$ cat config.mk
export PLATFORM = sky130hd
export DESIGN_NAME = ldpc_mem_rmw_ctrl
export DESIGN_NICKNAME = d
export VERILOG_FILES = /design/src/rtl/ldpc_mem_pkg.sv /design/src/rtl/ldpc_sat_add.sv /design/src/rtl/ldpc_mem_rmw_ctrl.sv
export SDC_FILE = /design/constraint.sdc
export NUM_CORES = 1
export LEC_CHECK = 0
export CAP_MARGIN = 20
export CORE_MARGIN = 3
export CORE_UTILIZATION = 26
export CTS_CLUSTER_DIAMETER = 150
export CTS_CLUSTER_SIZE = 8
export DETAILED_ROUTE_END_ITERATION = 10
export HOLD_SLACK_MARGIN = 0.06
export PLACE_DENSITY_LB_ADDON = 0.15
export SLEW_MARGIN = 40
export SYNTH_ARGS = -nofsm -noshare
export SYNTH_HDL_FRONTEND = slang
export SYNTH_SLANG_ARGS = --single-unit
export TNS_END_PERCENT = 50
$ cat constraint.sdc
create_clock -name memclk -period 2.1 [get_ports memclk]
set_clock_uncertainty 0.1 [all_clocks]
set_input_delay 0.315 -clock memclk [delete_from_list [all_inputs] [get_ports memclk]]
set_output_delay 0.315 -clock memclk [all_outputs]
set_load 0.02 [all_outputs]
$ cat src/rtl/ldpc_mem_pkg.sv
// Shared constants for the message-RAM read-modify-write controller: state encoding, default sizes, message range.
// Latency: n/a (declarations only). Backpressure: n/a.
// Optional saturating arithmetic is selected by the RMW_SAT_EN macro in ldpc_sat_add.
package ldpc_mem_pkg;

    localparam int W_DEF            = 6;
    localparam int ADDRESSWIDTH_DEF = 9;
    localparam int MEMDEPTH_DEF     = 16;

    localparam int MSG_MAX = (1 << (W_DEF - 1)) - 1;
    localparam int MSG_MIN = -(1 << (W_DEF - 1));

    typedef enum logic [1:0] {
        ST_IDLE  = 2'd0,
        ST_RUN   = 2'd1,
        ST_FLUSH = 2'd2,
        ST_DONE  = 2'd3
    } state_t;

endpackage

$ cat src/rtl/ldpc_sat_add.sv
// Signed W-bit message add with overflow detect; clamps when RMW_SAT_EN is defined, wraps otherwise.
// Latency: combinational. Backpressure: none.
// Overflow is reported in both builds.
module ldpc_sat_add
    import ldpc_mem_pkg::*;
#(
    parameter int W = W_DEF
) (
    input  logic [W-1:0] a,
    input  logic [W-1:0] b,
    output logic [W-1:0] sum,
    output logic         ovf
);

`ifdef RMW_SAT_EN
    localparam logic [W-1:0] SAT_MAX = {1'b0, {(W-1){1'b1}}};
    localparam logic [W-1:0] SAT_MIN = {1'b1, {(W-1){1'b0}}};
`endif

    logic [W:0] full;

    always_comb begin
        full = {a[W-1], a} + {b[W-1], b};
        // Sign bit disagreeing with the extension bit means the W+1-bit result left the W-bit range.
        ovf  = full[W] ^ full[W-1];
`ifdef RMW_SAT_EN
        if (ovf) begin
            sum = full[W] ? SAT_MIN : SAT_MAX;
        end else begin
            sum = full[W-1:0];
        end
`else
        sum = full[W-1:0];
`endif
    end

endmodule

$ cat src/rtl/ldpc_mem_rmw_ctrl.sv
// Sweeps message RAM 0..len-1: async read, add upstream update, registered write-back one cycle later.
// Latency: 1 location/cycle, N+2 cycles start->done. Backpressure: stalls while upd_valid is low.
// RMW_SAT_EN selects saturating instead of wrapping arithmetic (see ldpc_sat_add).
module ldpc_mem_rmw_ctrl
    import ldpc_mem_pkg::*;
#(
    parameter int W            = W_DEF,
    parameter int ADDRESSWIDTH = ADDRESSWIDTH_DEF,
    parameter int MEMDEPTH     = MEMDEPTH_DEF
) (
    input  logic                    memclk,
    input  logic                    rst,
    input  logic                    start,
    input  logic [ADDRESSWIDTH:0]   len,
    input  logic [W-1:0]            upd_in,
    input  logic                    upd_valid,
    output logic                    upd_ready,
    output logic                    busy,
    output logic                    done,
    output logic                    ram_en,
    output logic [ADDRESSWIDTH-1:0] ram_ra,
    output logic                    ram_rd_in,
    input  logic [W-1:0]            ram_dout,
    output logic [ADDRESSWIDTH-1:0] ram_wa,
    output logic                    ram_wr_in,
    output logic [W-1:0]            ram_din,
    output logic                    ovf_flag
);

    localparam logic [ADDRESSWIDTH:0] DEPTH = (ADDRESSWIDTH + 1)'(MEMDEPTH);

    state_t                  state;
    logic [ADDRESSWIDTH-1:0] cnt;
    logic [ADDRESSWIDTH:0]   len_q;
    logic                    wb_valid;
    logic [W-1:0]            sum;
    logic                    sum_ovf;
    logic                    last;

    ldpc_sat_add #(.W(W)) u_add (
        .a   (ram_dout),
        .b   (upd_in),
        .sum (sum),
        .ovf (sum_ovf)
    );

    assign ram_en    = ~rst;
    assign ram_rd_in = ~rst && (state == ST_RUN);
    assign ram_ra    = ram_rd_in ? cnt : '0;
    assign upd_ready = ram_rd_in && upd_valid;
    assign busy      = ~rst && ((state == ST_RUN) || (state == ST_FLUSH));
    // A write still in the pipe when reset arrives is dropped rather than landing.
    assign ram_wr_in = wb_valid && ~rst;
    assign last      = ({1'b0, cnt} == (len_q - 1'b1));

    always_ff @(posedge memclk) begin
        if (rst) begin
            state    <= ST_IDLE;
            cnt      <= '0;
            len_q    <= '0;
            ram_wa   <= '0;
            ram_din  <= '0;
            wb_valid <= 1'b0;
            ovf_flag <= 1'b0;
            done     <= 1'b0;
        end else begin
            done     <= 1'b0;
            wb_valid <= 1'b0;
            case (state)
                ST_IDLE: begin
                    if (start) begin
                        cnt      <= '0;
                        ovf_flag <= 1'b0;
                        if (len == '0) begin
                            len_q <= '0;
                            state <= ST_DONE;
                            done  <= 1'b1;
                        end else begin
                            len_q <= (len > DEPTH) ? DEPTH : len;
                            state <= ST_RUN;
                        end
                    end
                end
                ST_RUN: begin
                    if (upd_valid) begin
                        ram_din  <= sum;
                        ram_wa   <= cnt;
                        wb_valid <= 1'b1;
                        cnt      <= cnt + 1'b1;
                        if (sum_ovf) begin
                            ovf_flag <= 1'b1;
                        end
                        if (last) begin
                            state <= ST_FLUSH;
                        end
                    end
                end
                ST_FLUSH: begin
                    state <= ST_DONE;
                    done  <= 1'b1;
                end
                default: begin
                    state <= ST_IDLE;
                end
            endcase
        end
    end

endmodule

-- Word-level counts from Yosys, hierarchy flattened
Index checks and enable logic that the tools add are counted.
W data, S select, Z words.
- bits in registers: 39
- bits in latches: 0
- memory bits (writable): 0
- bits in read-only memories: 0
- output and inout bits: 31
- word-level logic and storage cells: 55
- memories: 0
- $add $sub $neg: 3
- multiply operators: 0
- div/mod/pow operators: 0
- order comparisons: 1
- equality and inequality tests: 7
- shift operators: 0
- mux-type cells: 19
- bitwise operators: 3
- reductions and logical operators: 14
- operators with widths (operator ; number):
    $mux W9 ; 3
    $mux W10 ; 2
    $pmux W9 S2 ; 1
    $eq A9 B10 Y1 ; 1
    $gt A10 B5 Y1 const B ; 1
    $logic_not A10 Y1 ; 1
    $sub A10 B1 Y10 const B ; 1
    $add A9 B1 Y9 const B ; 1
    $mux W2 ; 4
    $ne A2 B2 Y1 const B ; 4
    $add A6 B6 Y7 ; 1
    $mux W1 ; 6
    $pmux W2 S3 ; 1
    $reduce_and A3 Y1 ; 2
    $logic_and A1 B1 Y1 ; 4
    $pmux W1 S2 ; 2
    $reduce_and A2 Y1 ; 2
    $reduce_and A4 Y1 ; 1
    $eq A2 B1 Y1 const B ; 1
    $eq A2 B2 Y1 const B ; 1
    $logic_not A2 Y1 ; 1
    $not A1 Y1 ; 2
    $reduce_bool A2 Y1 ; 1
    $reduce_or A2 Y1 ; 1
    2 further kinds ; 2

-- Depth between registers and ports, before layout
Gate-level depths: netlist (run 1).
- depth after elaboration: 5
- depth in mapped cells: 9
- depth with buffers taken out: 9

-- By module
Synthesis (run 1) repeated with hierarchy kept, for this count alone.
- cells, all modules: 263
- area total of the unflattened synthesis: 2170.8 sq um
- by module, submodules not included (module ; times used ; cells each ; area an instance (sq um)):
    ldpc_mem_rmw_ctrl ; 1 ; 238 ; 1953.1
    ldpc_sat_add ; 1 ; 25 ; 217.7

-- Least setup slack after synthesis (run 1)
No wires, ideal clock.
- kind: register -> register
- start: register len_q[0]
- end: register state[0]
- arrival: 2.043 ns
- slack: -0.131 ns
- cell stages (with the launch flop): 8
- buffers on the path: 1
- clock period less this slack: 2.231 ns
- cell sequence: dfxtp_1 or4_1 buf_2 or4_1 a31oi_1 o31a_2 a21oi_2 a311oi_2
- word-level cells in the longest chain between the ends: 4
- ends and longest elaborated chain (item ; RTL line ; RTL):
    from (decl) ; ldpc_mem_rmw_ctrl.sv:34 ; logic [ADDRESSWIDTH:0] len_q;
    from (signal assigned) ; ldpc_mem_rmw_ctrl.sv:79 ; len_q <= (len > DEPTH) ? DEPTH : len;
    $sub A10 B1 Y10 ; ldpc_mem_rmw_ctrl.sv:54 ; assign last = ({1'b0, cnt} == (len_q - 1'b1));
    $eq A9 B10 Y1 ; ldpc_mem_rmw_ctrl.sv:54 ;
    $ne A2 B2 Y1 (no line) ; -- ;
    $reduce_and A3 Y1 (no line) ; -- ;
    to (signal assigned) ; ldpc_mem_rmw_ctrl.sv:58 ; state <= ST_IDLE;
    to (signal assigned) ; ldpc_mem_rmw_ctrl.sv:76 ; state <= ST_DONE;
    to (signal assigned) ; ldpc_mem_rmw_ctrl.sv:80 ; state <= ST_RUN;
    to (decl) ; ldpc_mem_rmw_ctrl.sv:32 ; state_t state;
No other way between the ends.
A chain may end at the register's enable or synchronous reset.

-- Worst setup path in the final report (run 1)
Ends and elaborated chain as after synthesis.

==> impl_metrics.env, run 1 <==
export IMPL_p_int_uw=1460
export IMPL_dieArea_um2=9410
export IMPL_crit_required_ns=2.20
export IMPL_grt_total_usage=0.123
export IMPL_fill_cells=795
export IMPL_drt_initial_drc_count=45
export IMPL_swShare=0.355
export IMPL_cts_sinks=39
export IMPL_p_comb_frac=0.414
export IMPL_avgRoutedWirePerCell_um=12.4
export IMPL_hold_slack_ns=0.311
export IMPL_synth_warnings=0
export IMPL_place_hpwl_um=4370
export IMPL_hold_class="input port to flip-flop"
export IMPL_io_pins=57
export IMPL_ant_nets=0
export IMPL_min_period_ns=2.20
export IMPL_postCtsHoldBufs=0
export IMPL_synth_edf_count=0
export IMPL_max_cap_viol_count=0
export IMPL_setup_ws_ns=-0.103
export IMPL_num_rows=32
export IMPL_yosysTopAreaCell="dfxtp_1"
export IMPL_drive_gt1_frac=0.238
export IMPL_grt_max_degree=19
export IMPL_p_seq_frac=0.366
export IMPL_antenna_found_initial=0
export IMPL_rsz0062_at_grt="true"
export IMPL_async_reset_ff_frac=0
export IMPL_drc=0
export IMPL_grt_pass1_vias=2010
export IMPL_powerDensity_nw_per_um2=708
export IMPL_synth_distinct_cells=45
export IMPL_n_antenna_cell=0
export IMPL_clkPwrFrac=0.219
export IMPL_clk_pin_slew_ns=0.08
export IMPL_area_delta_synth_final_pct=49.0
export IMPL_start_kind="flip-flop"
export IMPL_post_route_period_util=1.05
export IMPL_grt_pass1_wl_um=9670
export IMPL_worst_slew_pin_slew_ns=0.462
export IMPL_yosys_register_bits=39
export IMPL_vdd_ir_drop_max_uv=317
export IMPL_leakage_uw=0.00132
export IMPL_via_count=2073
export IMPL_vias_per_cell=4.56
export IMPL_critPathMaxStageDelay_ns=0.58
export IMPL_dr_pass1_iters=4
export IMPL_clkLatencyLatePin_ns=0.29
export IMPL_end_kind="flip-flop"
export IMPL_setup_violations=2
export IMPL_relSlewSlack=0.691
export IMPL_ys_seq_area_frac=0.363
export IMPL_die_w_um=97.0
export IMPL_seqCellArea_um2=783
export IMPL_cts_tree="yes"
export IMPL_crit_chain="or4_4 -> or4_1 -> a31oi_1 -> o31a_2 -> a21oi_2 -> a311oi_2"
export IMPL_wl_um=5650
export IMPL_synth_area_um2=2150
export IMPL_root_buffer="clkbuf_8"
export IMPL_total_power_uw=2270
export IMPL_critPathSlowestCell="or4_4"
export IMPL_nets=391
export IMPL_yosysTopAreaCellShare=0.363
export IMPL_final_cell_mix="44 x buf_4, 37 x dfxtp_1, 37 x clkdlybuf4s50_1"
export IMPL_net_switching_power_uw=806
export IMPL_violations="setup timing"
export IMPL_fmax_mhz=454
export IMPL_fin_cells=455
export IMPL_multi_input_area_um2=1340
export IMPL_start_util=0.273
export IMPL_chipHeight_um=97.0
export IMPL_dp_cells=443
export IMPL_core_um2=7890
export IMPL_worst_path_buf_inv=0
export IMPL_status="finished with violations"
export IMPL_finalHoldViolations=0
export IMPL_worstPathArrival_ns=2.31
export IMPL_cts_buffers=5
export IMPL_worst_path_max_fanout=8
export IMPL_critPathTopFamily="simple AND/OR/NAND/NOR gates"
export IMPL_layout_cells_most_common="buf_4"
export IMPL_port_buffers=56
export IMPL_ys_flop_type="dfxtp_1"
export IMPL_gr_total_overflow=0
export IMPL_clockBufferDepth=2
export IMPL_syn_area_per_cell_um2=8.28
export IMPL_worstSetupPathType="flip-flop to flip-flop"
export IMPL_synth_nets=299
export IMPL_htreeDepth=2
export IMPL_routabilityCongestion=0.770
export IMPL_syn_inst=260
export IMPL_synth_area_leaders="dfxtp_1 36%, ha_1 7.0%, nand2_1 6.1%"
export IMPL_slew_viol_final=0
metal layers:
metal	routed length (µm)	part of all wire	vias to the layer above	GRT usage
met5	0	0	-	0
met4	81	0.014	0	0.0389
met3	220	0.039	6	0.0274
met2	2640	0.47	44	0.201
met1	2710	0.48	947	0.161
li1	-	-	1076	-
synth_stat cells, types with 3 or more instances:
cell type,number
dfxtp_1,39
a21oi_1,23
o21ai_0,4
nor2_1,18
ha_1,12
xnor2_1,7
nor2b_1,7
a31oi_1,3
or4_1,5
nor3_1,8
nand3_1,3
nand2_1,35
inv_1,11
clkbuf_1,13
a22o_1,4
xor2_1,13
nand2b_1,3
o21a_1,3
and2_1,16
sequential cells by signal (all words and copies together), names as in the netlist:
signal and flops:
ovf_flag 1, ram_wa 9, ram_din 6, len_q 10, done 1, state 2
wb_valid 1, cnt 9
area by class of cell:
| class | count | share of cell area |
|---|---|---|
| Clock inverter | 2 | 0.00390 |
| Multi-Input combinational cell | 195 | 0.417 |
| Tap cell | 102 | 0.0398 |
| Clock buffer | 6 | 0.0226 |
| Inverter | 11 | 0.0129 |
| Timing Repair Buffer | 100 | 0.260 |
| Sequential cell | 39 | 0.244 |
timing repair:
action | in CTS | in global routing
resized for setup | 33 | 24
setup endpoints to repair | 23 | 19
pin swaps | 10 | 8
buffers inserted | 2 | 2
per-stage QoR:
stage | cell area (µm²) | setup slack, ns | utilization | TNS [ns]
2_1_floorplan | 2170 | -0.0241 | - | -0.0440
3_3_place_gp | 3100 | -0.531 | 0.393 | -2.95
3_5_place_dp | 3100 | -0.574 | 0.393 | -3.61
4_1_cts | 3210 | -0.0987 | 0.407 | -0.179
5_1_grt | 3210 | -0.183 | 0.407 | -0.507
6_report | 3210 | -0.103 | 0.407 | -0.186
worst reg2reg max path, cell delays in order (launching register included):
cell and delay [ns]:
dfxtp_2 0.33, or4_4 0.58, or4_1 0.42, a31oi_1 0.22, o31a_2 0.23, a21oi_2 0.06, a311oi_2 0.18
power by group through the flow:
stage                     logic (µW)  registers [µW]  clock network [µW]
after floorplan                  506             882                   0
after global placement           939             849                   0
after detailed placement         940             850                   0
after CTS                        940             834                 525
after global routing            1050             842                 547
final                            941             832                 498
cell families after synthesis:
group                    share of synthesized area
buffers and inverters                       0.0459
AO/OA/AOI/OAI                                0.176
multiplexers                               0.00465
AND/OR/NAND/NOR                              0.250
flip-flops                                   0.363
adder cells (fa/ha/maj)                     0.0790
XOR/XNOR                                    0.0813
worst paths after layout:
check / slack (ns) / end / start / cells after the start
setup reg to reg: -0.10 / state[0] / len_q[0] / 6
hold / removal: 0.31 / ram_din[0] / ram_dout[0] / 4
setup / recovery: -0.10 / state[0] / len_q[0] / 6
hold reg to reg: 0.36 / ram_wa[3] / ram_wa[3] / 2
Note: power is estimated with default switching activity, not from simulation.
==> run 2, diff against run 1 <==
--- a/config.mk
+++ b/config.mk
@@ -5,6 +5,7 @@
 export SDC_FILE = /design/constraint.sdc
 export NUM_CORES = 1
 export LEC_CHECK = 0
+export ABC_CLOCK_PERIOD_IN_PS = 2100
 export CAP_MARGIN = 20
 export CORE_MARGIN = 3
 export CORE_UTILIZATION = 26
@@ -13,7 +14,7 @@
 export DETAILED_ROUTE_END_ITERATION = 10
 export HOLD_SLACK_MARGIN = 0.06
 export PLACE_DENSITY_LB_ADDON = 0.15
-export SLEW_MARGIN = 40
+export SLEW_MARGIN = 20
 export SYNTH_ARGS = -nofsm -noshare
 export SYNTH_HDL_FRONTEND = slang
 export SYNTH_SLANG_ARGS = --single-unit
==> results of run 2 <==
Same layout as run 1: the final DEF is identical, and so are final timing and power.
